File: config.mk
export PLATFORM = sky130hd
export DESIGN_NAME = switch_allocator
export DESIGN_NICKNAME = d
export VERILOG_FILES = /design/src/rtl/switch_allocator_pkg.sv /design/src/rtl/rr_arbiter.sv /design/src/rtl/switch_allocator.sv
export SDC_FILE = /design/constraint.sdc
export NUM_CORES = 1
export LEC_CHECK = 0
export CAP_MARGIN = 20
export CORE_MARGIN = 5
export CORE_UTILIZATION = 67
export DETAILED_ROUTE_END_ITERATION = 16
export PLACE_DENSITY = 0.9
export SLEW_MARGIN = 20
export SYNTH_ARGS = -nofsm -noshare
export SYNTH_HDL_FRONTEND = slang
export SYNTH_SLANG_ARGS = --single-unit
File: constraint.sdc
create_clock -name clk_i -period 11.3 [get_ports clk_i]
set_input_delay 1.695 -clock clk_i [delete_from_list [all_inputs] [get_ports clk_i]]
set_output_delay 1.695 -clock clk_i [all_outputs]
set_load 0.005 [all_outputs]
File: src/rtl/switch_allocator_pkg.sv
// Shared allocator/NoC definitions: flit IDs, default sizes, FSM encodings
// and an index-width helper used for select and pointer fields.
package switch_allocator_pkg;

  localparam int unsigned NOC_DATA_W = 32;
  localparam int unsigned NOC_IN_N   = 5;
  localparam int unsigned NOC_OUT_M  = 5;

  typedef enum logic [1:0] {
    FLIT_HEAD      = 2'b00,
    FLIT_BODY      = 2'b01,
    FLIT_TAIL      = 2'b10,
    FLIT_HEAD_TAIL = 2'b11
  } flit_id_e;

  typedef enum logic {
    ALLOC_IDLE   = 1'b0,
    ALLOC_LOCKED = 1'b1
  } alloc_state_e;

  // Index width that never collapses to zero bits for a single-entry range.
  function automatic int unsigned idx_w(input int unsigned n);
    return (n > 1) ? $clog2(n) : 1;
  endfunction

endpackage

File: src/rtl/rr_arbiter.sv
// Combinational round-robin arbiter: grants the first requester at or after
// ptr_i, scanning upward with wrap. Pointer storage lives in the caller.
//   req_i     : request vector
//   ptr_i     : highest-priority index for this cycle
//   gnt_o     : one-hot grant
//   gnt_idx_o : index of the granted requester
//   any_o     : at least one request present
module rr_arbiter
  import switch_allocator_pkg::*;
#(
  parameter  int unsigned N     = 5,
  localparam int unsigned PTR_W = idx_w(N)
) (
  input  logic [N-1:0]     req_i,
  input  logic [PTR_W-1:0] ptr_i,
  output logic [N-1:0]     gnt_o,
  output logic [PTR_W-1:0] gnt_idx_o,
  output logic             any_o
);

  int unsigned     start_idx;
  int unsigned     sum;
  logic [PTR_W-1:0] idx;

  // Rotating priority scan; an out-of-range pointer behaves as 0.
  always_comb begin
    gnt_o     = '0;
    gnt_idx_o = '0;
    any_o     = 1'b0;
    start_idx = (32'(ptr_i) < N) ? 32'(ptr_i) : 32'd0;
    sum       = 0;
    idx       = '0;
    for (int unsigned k = 0; k < N; k++) begin
      sum = start_idx + k;
      if (sum >= N) sum = sum - N;
      idx = PTR_W'(sum);
      if (!any_o && req_i[idx]) begin
        any_o      = 1'b1;
        gnt_o[idx] = 1'b1;
        gnt_idx_o  = idx;
      end
    end
  end

endmodule

File: src/rtl/switch_allocator.sv
// Packet-level switch allocator for an IN_N x OUT_M crossbar. Each output runs
// a round-robin arbiter and stays locked to the winning input from head to tail.
// Optional per-output stall watchdog: define SWITCH_ALLOC_WDOG_EN.
//   clk_i, rst_ni : clock, async active-low reset
//   in_valid_i    : input i has a flit at its buffer head
//   in_tail_i     : that flit ends its packet
//   in_dst_i      : destination output per input, DST_W bits each
//   in_ready_o    : flit of input i consumed this cycle
//   out_ready_i   : output channel j accepts a flit
//   out_valid_o   : output channel j carries a valid flit
//   sel_o         : crossbar select, field j = owning input of output j
//   wdog_err_o    : one-cycle stall-timeout pulse (watchdog build only)
module switch_allocator
  import switch_allocator_pkg::*;
#(
  parameter int unsigned IN_N        = NOC_IN_N,
  parameter int unsigned OUT_M       = NOC_OUT_M,
  parameter int unsigned DST_W       = idx_w(OUT_M),
  parameter int unsigned SEL_W       = idx_w(IN_N),
  parameter int unsigned WDOG_CYCLES = 16
) (
  input  logic                    clk_i,
  input  logic                    rst_ni,
  input  logic [IN_N-1:0]         in_valid_i,
  input  logic [IN_N-1:0]         in_tail_i,
  input  logic [IN_N*DST_W-1:0]   in_dst_i,
  output logic [IN_N-1:0]         in_ready_o,
  input  logic [OUT_M-1:0]        out_ready_i,
  output logic [OUT_M-1:0]        out_valid_o,
  output logic [OUT_M*SEL_W-1:0]  sel_o
`ifdef SWITCH_ALLOC_WDOG_EN
  ,
  output logic [OUT_M-1:0]        wdog_err_o
`endif
);

  // Elaboration-time parameter sanity.
  if (SEL_W != idx_w(IN_N)) begin : g_bad_sel_w
    $error("SEL_W must equal the arbiter index width");
  end
  if (WDOG_CYCLES < 1) begin : g_bad_wdog
    $error("WDOG_CYCLES must be at least 1");
  end

  alloc_state_e state_q [OUT_M];
  alloc_state_e state_d [OUT_M];

  logic [OUT_M-1:0][SEL_W-1:0] owner_q, owner_d;
  logic [OUT_M-1:0][SEL_W-1:0] rr_ptr_q, rr_ptr_d;
  logic [OUT_M-1:0][SEL_W-1:0] gnt_idx;
  logic [OUT_M-1:0][IN_N-1:0]  req;
  logic [OUT_M-1:0][IN_N-1:0]  gnt_unused;  // one-hot form not needed; index drives owner
  logic [OUT_M-1:0]            gnt_any;
  logic [OUT_M-1:0]            xfer;
  logic [IN_N-1:0]             owns;

`ifdef SWITCH_ALLOC_WDOG_EN
  localparam int unsigned CNT_W = $clog2(WDOG_CYCLES + 1);
  logic [OUT_M-1:0][CNT_W-1:0] stall_cnt_q, stall_cnt_d;
  logic [OUT_M-1:0]            wdog_hit;
`endif

  // Requests: an input that already owns an output asks for nothing, and an
  // out-of-range destination matches no output.
  always_comb begin
    owns = '0;
    req  = '0;
    for (int unsigned j = 0; j < OUT_M; j++) begin
      if (state_q[j] == ALLOC_LOCKED) owns[owner_q[j]] = 1'b1;
    end
    for (int unsigned j = 0; j < OUT_M; j++) begin
      for (int unsigned i = 0; i < IN_N; i++) begin
        req[j][i] = in_valid_i[i] && !owns[i] &&
                    (in_dst_i[i*DST_W +: DST_W] == DST_W'(j));
      end
    end
  end

  for (genvar j = 0; j < OUT_M; j++) begin : g_arb
    rr_arbiter #(.N(IN_N)) u_arb (
      .req_i     (req[j]),
      .ptr_i     (rr_ptr_q[j]),
      .gnt_o     (gnt_unused[j]),
      .gnt_idx_o (gnt_idx[j]),
      .any_o     (gnt_any[j])
    );
  end

  // State register.
  always_ff @(posedge clk_i or negedge rst_ni) begin
    if (!rst_ni) begin
      for (int unsigned j = 0; j < OUT_M; j++) state_q[j] <= ALLOC_IDLE;
      owner_q  <= '0;
      rr_ptr_q <= '0;
`ifdef SWITCH_ALLOC_WDOG_EN
      stall_cnt_q <= '0;
`endif
    end else begin
      state_q  <= state_d;
      owner_q  <= owner_d;
      rr_ptr_q <= rr_ptr_d;
`ifdef SWITCH_ALLOC_WDOG_EN
      stall_cnt_q <= stall_cnt_d;
`endif
    end
  end

  // Next-state: grant from IDLE, release on tail transfer (or watchdog).
  always_comb begin
    state_d  = state_q;
    owner_d  = owner_q;
    rr_ptr_d = rr_ptr_q;
`ifdef SWITCH_ALLOC_WDOG_EN
    stall_cnt_d = '0;
`endif
    for (int unsigned j = 0; j < OUT_M; j++) begin
      case (state_q[j])
        ALLOC_IDLE: begin
          if (gnt_any[j]) begin
            state_d[j]  = ALLOC_LOCKED;
            owner_d[j]  = gnt_idx[j];
            rr_ptr_d[j] = (gnt_idx[j] == SEL_W'(IN_N - 1)) ? '0 : gnt_idx[j] + SEL_W'(1);
          end
        end
        ALLOC_LOCKED: begin
          if (xfer[j] && in_tail_i[owner_q[j]]) state_d[j] = ALLOC_IDLE;
`ifdef SWITCH_ALLOC_WDOG_EN
          if (wdog_hit[j]) state_d[j] = ALLOC_IDLE;
          if (!xfer[j] && !wdog_hit[j]) stall_cnt_d[j] = stall_cnt_q[j] + CNT_W'(1);
`endif
        end
        default: state_d[j] = ALLOC_IDLE;
      endcase
    end
  end

  // Outputs: handshake follows the owner directly while locked.
  always_comb begin
    out_valid_o = '0;
    in_ready_o  = '0;
    xfer        = '0;
`ifdef SWITCH_ALLOC_WDOG_EN
    wdog_hit    = '0;
`endif
    for (int unsigned j = 0; j < OUT_M; j++) begin
      if (state_q[j] == ALLOC_LOCKED) begin
        out_valid_o[j] = in_valid_i[owner_q[j]];
        xfer[j]        = out_valid_o[j] && out_ready_i[j];
        if (xfer[j]) in_ready_o[owner_q[j]] = 1'b1;
`ifdef SWITCH_ALLOC_WDOG_EN
        wdog_hit[j] = !xfer[j] && (stall_cnt_q[j] == CNT_W'(WDOG_CYCLES - 1));
`endif
      end
    end
  end

  // Select holds its last owner while idle; valid is low then.
  assign sel_o = owner_q;

`ifdef SWITCH_ALLOC_WDOG_EN
  assign wdog_err_o = wdog_hit;
`endif

endmodule
==> metrics, run 1 <==
ranking of synthesized cells by area=dfrtp_1 11%, ha_1 8.3%, nor2_1 4.3%, nand2_1 4.1%, o21ai_0 3.7%; share of layout cells above drive strength 1=8.64%; crit path from=in_valid_i[4]; H-tree depth=2; RSZ-0062 raised after global routing=false; ys flop type=dfrtp_1; Cell Chain, Critical Path=clkdlybuf4s50_1, mux2i_1, o22ai_1, o21ai_0, nor2_1, inv_1, or3_1, o32ai_1, a31oi_1, o311ai_0, clkdlybuf4s50_1; final setup vio count=0; Longest Clk Path Bufs=2; row count=39; HP Class=flop to flop; final wirelength=24100 um; hold buffers post-CTS=0; grt total ovfl=0; Buf/Inv on CP=3; total iterations of the first detailed-routing run=6; Die ar.=13700 sq um; vias in the first global route=7862; most frequent cells in the layout=89 x nor2_1, 84 x nand2_1, 60 x inv_1, 57 x o21ai_0, 55 x clkdlybuf4s50_1; Routed Antenna Nets=0; number of buffers added on ports=56; final hold vios=0; post-DR wirelength/cell=20.0 um; post-layout minimum cycle time=6.22 ns; RR Startpoint=rr_ptr_q[8]$_DFFE_PN0P_; logic depth of the worst path, buffers included=11; synthesized area=7690 sq um; critical path capture point=in_ready_o[4]; transition time of the tightest slew-check pin=1.01 ns; WHS Path Cells=1; Max Cap Viol=0; Die Width=117 um; post-CTS setup buffers=0; Synth top area share=11.4%; worst skew pair latency=0.30 ns; Resized Gates After CTS=0; outcome=finished, final reports clean; CTS Root Cell=clkbuf_16; crit-path max FO=8; Clock Skew=0.0108 ns; WP data arrival=4.53 ns; CTS Buf Count=5; global-route wire length before repair=38900 um; Fmax=161 MHz; clk sink count=35; Reg2Reg Depth=16; crit start category=input pin; clock slew at reported path FFs=0.06 ns; Post-Syn Area per Cell=7.28 sq um; fin nets=1147; Yosys reg bits=35; crit-path max cell delay=0.70 ns; CTS tree=yes; most used cell along the critical path=clkdlybuf4s50_1; vias per cell=7.24; final core utilization=73.3%; Starting Density=67.9%; Seq/Total Area, Yosys=11.4%; CP Class=input pin to output port; core outline area=11300 sq um; worst vdd ir=0.238 mV; Slew HR=31.5%; Die Y=117 um; dominant cell type by area after synthesis=dfrtp_1; Final period util=55.1%; I/O Pins=57; Fillers=943; Post-synth EDFFs=0; area added between synthesis and finish=7.94%; setup TNS=0 ns; CP Capture Type=output port; pin count of the biggest net entering global routing=36; Power Density=343 nW/um^2; Remaining DRCs=0; commonest non-fill, non-tap cell in the layout=nor2_1; R2R Path End=rr_ptr_q[8]$_DFFE_PN0P_; Via Count=8748; Post-Syn Instances=1057; CP required=9.61 ns; hpwl dp=18100 um; Final Max Tran Viols=0; gpl congestion=1.03; Leakage=3.18 nW; drt initial violations=1195; critical-path cell with the highest stage delay=clkdlybuf4s50_1; initial antenna violation count=0; CP delay by family, top=buffers and inverters; ant diodes=0; Async SR Flop Fraction=100%; total track usage=34.8%; Distinct cells, synth=107; syn_nets=1140; Syn. warnings=0; reg2reg setup slack=6.49 ns
[sequential cells by signal, indices dropped and copies added, names as in the netlist]
name	flops
sel_o	15
state_q	5
rr_ptr_q	15
[synthesized netlist by cell type, types with 8 or more instances]
library cell / count
nor2_1: 89
nand2_1: 84
inv_1: 60
o21ai_0: 57
a21oi_1: 53
ha_1: 51
nor3_1: 39
dfrtp_1: 35
nand3_1: 34
clkbuf_1: 27
mux2i_1: 25
a31oi_1: 23
buf_2: 23
nand2b_1: 21
nand4_1: 21
nor2b_1: 19
o211ai_1: 19
o22ai_1: 18
or3_1: 18
nor4_1: 17
mux2_2: 16
nand4b_1: 14
nor3b_1: 14
a211oi_1: 12
and2_1: 11
o31ai_1: 11
or2_2: 11
nor4bb_1: 10
and3_1: 9
o21a_1: 9
or4_1: 8
[stage by stage]
stage                     instances  area, sq um  total power, mW  hold slack, ns  worst slack [ns]
final                          1208         8300             2.85           0.551              5.08
after global routing           1208         8300             3.08           0.583              4.92
after CTS                      1208         8300             2.78           0.550              5.13
after detailed placement       1200         8160             2.63           0.536              5.13
after global placement         1200         8160             2.58           0.526              5.25
after floorplan                1057         7690             2.12           0.499              6.45
[routing by layer]
layer	part of all wire, %	GRT usage (%)
met2	45	54.1
met3	11	6.22
met5	0	0
met1	41	47.7
met4	3.3	13.6
[report_power, final]
part           switching, mW  internal, mW  leakage [nW]
clock                 0.0625        0.0814        0.0658
sequential             0.167         0.187         0.430
combinational           1.41         0.943          2.68
total                   1.64          1.21          3.18
[kinds of logic after synthesis]
logic type                 count (synthesis)  share of synthesized area [%]
and+or+nand+nor                          483                           36.7
DFF                                       35                           11.4
muxes                                     45                           6.62
xor gates and xnor gates                   5                          0.569
AOI/OAI and AO/OA                        315                           29.6
adders and majority gates                 51                           8.30
buffers and inverters                    123                           6.82
[final cells by class]
cell class,count,area (sq um),area share [%]
Multi-Input combinational cell,899,6290,75.8
Sequential cell,35,876,10.5
Timing Repair Buffer,57,563,6.78
Inverter,66,248,2.98
Tap cell,143,179,2.15
Clock buffer,5,125,1.51
Clock inverter,3,20.0,0.241
[worst min-delay path by stage]
stage	startpoint	endpoint
2_1_floorplan	rr_ptr_q[4]$_DFFE_PN0P_	rr_ptr_q[4]$_DFFE_PN0P_
3_3_place_gp	rr_ptr_q[4]$_DFFE_PN0P_	rr_ptr_q[4]$_DFFE_PN0P_
3_5_place_dp	rr_ptr_q[4]$_DFFE_PN0P_	rr_ptr_q[4]$_DFFE_PN0P_
4_1_cts	rr_ptr_q[4]$_DFFE_PN0P_	rr_ptr_q[4]$_DFFE_PN0P_
5_1_grt	rr_ptr_q[4]$_DFFE_PN0P_	rr_ptr_q[4]$_DFFE_PN0P_
6_report	rr_ptr_q[4]$_DFFE_PN0P_	rr_ptr_q[4]$_DFFE_PN0P_
Power figures use the tool's default switching activity.
==> run 2, diff against run 1 <==
--- a/config.mk
+++ b/config.mk
@@ -7,9 +7,9 @@
 export LEC_CHECK = 0
 export CAP_MARGIN = 20
 export CORE_MARGIN = 5
-export CORE_UTILIZATION = 67
+export CORE_UTILIZATION = 62
 export DETAILED_ROUTE_END_ITERATION = 16
-export PLACE_DENSITY = 0.9
+export PLACE_DENSITY = 0.84
 export SLEW_MARGIN = 20
 export SYNTH_ARGS = -nofsm -noshare
 export SYNTH_HDL_FRONTEND = slang
==> constraint.sdc (replaced) <==
create_clock -name clk_i -period 6.5 [get_ports clk_i]
set_input_delay 0.975 -clock clk_i [delete_from_list [all_inputs] [get_ports clk_i]]
set_output_delay 0.975 -clock clk_i [all_outputs]
set_load 0.005 [all_outputs]
==> metrics, run 2 (synthesized netlist as in run 1, its figures left out) <==
outcome=finished, final reports clean; Power Density=592 nW/um^2 (+72%); most frequent cells in the layout=89 x nor2_1, 84 x nand2_1, 60 x inv_1, 57 x o21ai_0, 55 x clkdlybuf4s50_1; area added between synthesis and finish=8.39%; Fmax=206 MHz; crit start category=input pin; critical path capture point=in_ready_o[4]; Leakage=3.19 nW (+0.18%); HP Class=flop to flop; commonest non-fill, non-tap cell in the layout=nor2_1; Max Cap Viol=0 (unchanged); WP data arrival=3.88 ns (-0.65 ns); RR Startpoint=rr_ptr_q[2]$_DFFE_PN0P_; Routed Antenna Nets=0 (unchanged); reg2reg setup slack=1.68 ns (-4.81 ns); Die Width=121 um (+3.6%); row count=40 (+2.6%); post-DR wirelength/cell=19.2 um (-3.9%); number of buffers added on ports=56 (unchanged); I/O Pins=57 (unchanged); Die Y=121 um (+3.6%); setup TNS=0 ns (unchanged); gpl congestion=1.07 (+4.5%); Remaining DRCs=0 (unchanged); final wirelength=23700 um (-1.9%); Slew HR=32.4% (+0.85 points); Placed Area=8200 sq um (+0.48%); fin nets=1148 (+0.087%); post-layout minimum cycle time=4.85 ns; Longest Clk Path Bufs=2 (unchanged); vias in the first global route=7857 (-0.064%); Die ar.=14700 sq um (+7.4%); share of layout cells above drive strength 1=8.63% (about the same); CTS Root Cell=clkbuf_16; Final period util=74.6%; H-tree depth=2 (unchanged); Via Count=8719 (-0.33%); grt total ovfl=0 (unchanged); CTS tree=yes; CP Class=input pin to output port; core outline area=12100 sq um (+7.0%); Starting Density=63.5% (-4.4 points); initial antenna violation count=0 (unchanged); R2R Path End=rr_ptr_q[2]$_DFFE_PN0P_; crit path from=in_valid_i[4]; Final Max Tran Viols=0 (unchanged); pin count of the biggest net entering global routing=36 (unchanged); Reg2Reg Depth=15 (-1); transition time of the tightest slew-check pin=1.00 ns (-0.0126 ns); clk sink count=35 (unchanged); Resized Gates After CTS=0 (unchanged); CTS Buf Count=5 (unchanged); FF/Latch Area=876 sq um (unchanged); Hold WS=0.552 ns (+0.00176 ns); total track usage=31.6% (-3.1 points); Clock Skew=0.0123 ns (+0.00153 ns); worst skew pair latency=0.30 ns (about the same); area of the multi-input gates=6290 sq um (unchanged); Fillers=1060 (+12%); final setup vio count=0 (unchanged); crit-path max FO=8 (unchanged); CP required=5.52 ns (-4.09 ns); ant diodes=0 (unchanged); post-CTS setup buffers=0 (unchanged); CP Capture Type=output port; RSZ-0062 raised after global routing=false; worst vdd ir=0.371 mV (+56%); total iterations of the first detailed-routing run=6 (unchanged); Final Instance Area=8340 sq um (+0.42%); vias per cell=7.07 (-2.4%); final hold vios=0 (unchanged); drt initial violations=1092 (-8.6%); hold buffers post-CTS=0 (unchanged); hpwl dp=18000 um (-0.87%); global-route wire length before repair=38900 um (about the same); clock slew at reported path FFs=0.06 ns (about the same)
## run 2: cell count changes in the layout (fill, tap and decap cells not counted)
| cell | change |
|---|---|
| buf_4 | +1 |
| clkbuf_1 | +1 |
| clkinvlp_4 | -1 |
## run 2: critical path: stages
cell and delay [ns]:
clkdlybuf4s50_1 0.71, mux2i_1 0.15, o22ai_1 0.16, o21ai_0 0.12
nor2_1 0.21, inv_1 0.09, or3_1 0.36, o32ai_1 0.27
a31oi_1 0.07, o311ai_0 0.17, clkdlybuf4s50_1 0.60
## run 2: worst min-delay path by stage
stage / from / end / slack (ns) / cells after the start
4_1_cts: rr_ptr_q[4]$_DFFE_PN0P_ / rr_ptr_q[4]$_DFFE_PN0P_ / 0.55 / 1
2_1_floorplan: rr_ptr_q[4]$_DFFE_PN0P_ / rr_ptr_q[4]$_DFFE_PN0P_ / 0.50 / 1
3_5_place_dp: rr_ptr_q[4]$_DFFE_PN0P_ / rr_ptr_q[4]$_DFFE_PN0P_ / 0.54 / 1
3_3_place_gp: rr_ptr_q[4]$_DFFE_PN0P_ / rr_ptr_q[4]$_DFFE_PN0P_ / 0.53 / 1
6_report: rr_ptr_q[4]$_DFFE_PN0P_ / rr_ptr_q[4]$_DFFE_PN0P_ / 0.55 / 1
5_1_grt: rr_ptr_q[4]$_DFFE_PN0P_ / rr_ptr_q[4]$_DFFE_PN0P_ / 0.59 / 1
## run 2: cell type report
class,instances,area share [%]
clock inverters,2,0.150
repair buffers,58,6.84
flip-flops and latches,35,10.5
inverters,66,2.97
clock buffers,6,1.55
well taps,168,2.52
multi-input cells,899,75.5
## run 2: report_power, final
group	internal [mW]	total, mW	leakage, nW	switching (mW)
sequential	0.325	0.609	0.430	0.284
clock	0.142	0.248	0.0669	0.107
combinational	1.65	4.08	2.69	2.43
## run 2: per-layer routing
metal | wire length [um] | vias to the layer above | part of all wire (%) | global-route usage [%]
met5 | 0 | - | 0 | 0
met3 | 2350 | 66 | 9.9 | 5.31
met1 | 10000 | 4081 | 42 | 43.9
li1 | - | 4056 | - | -
met2 | 10600 | 516 | 45 | 49.3
met4 | 709 | 0 | 3.0 | 11.3
## run 2: metrics by stage
step | util (%) | cells | total power [mW] | setup slack [ns]
after floorplan | - | 1057 | 3.68 | 2.42
after global placement | 67.7 | 1226 | 4.48 | 1.62
after detailed placement | 67.7 | 1226 | 4.57 | 1.55
after CTS | 68.8 | 1234 | 4.83 | 1.77
after global routing | 68.8 | 1234 | 5.36 | 1.38
final | 68.8 | 1234 | 4.93 | 1.65
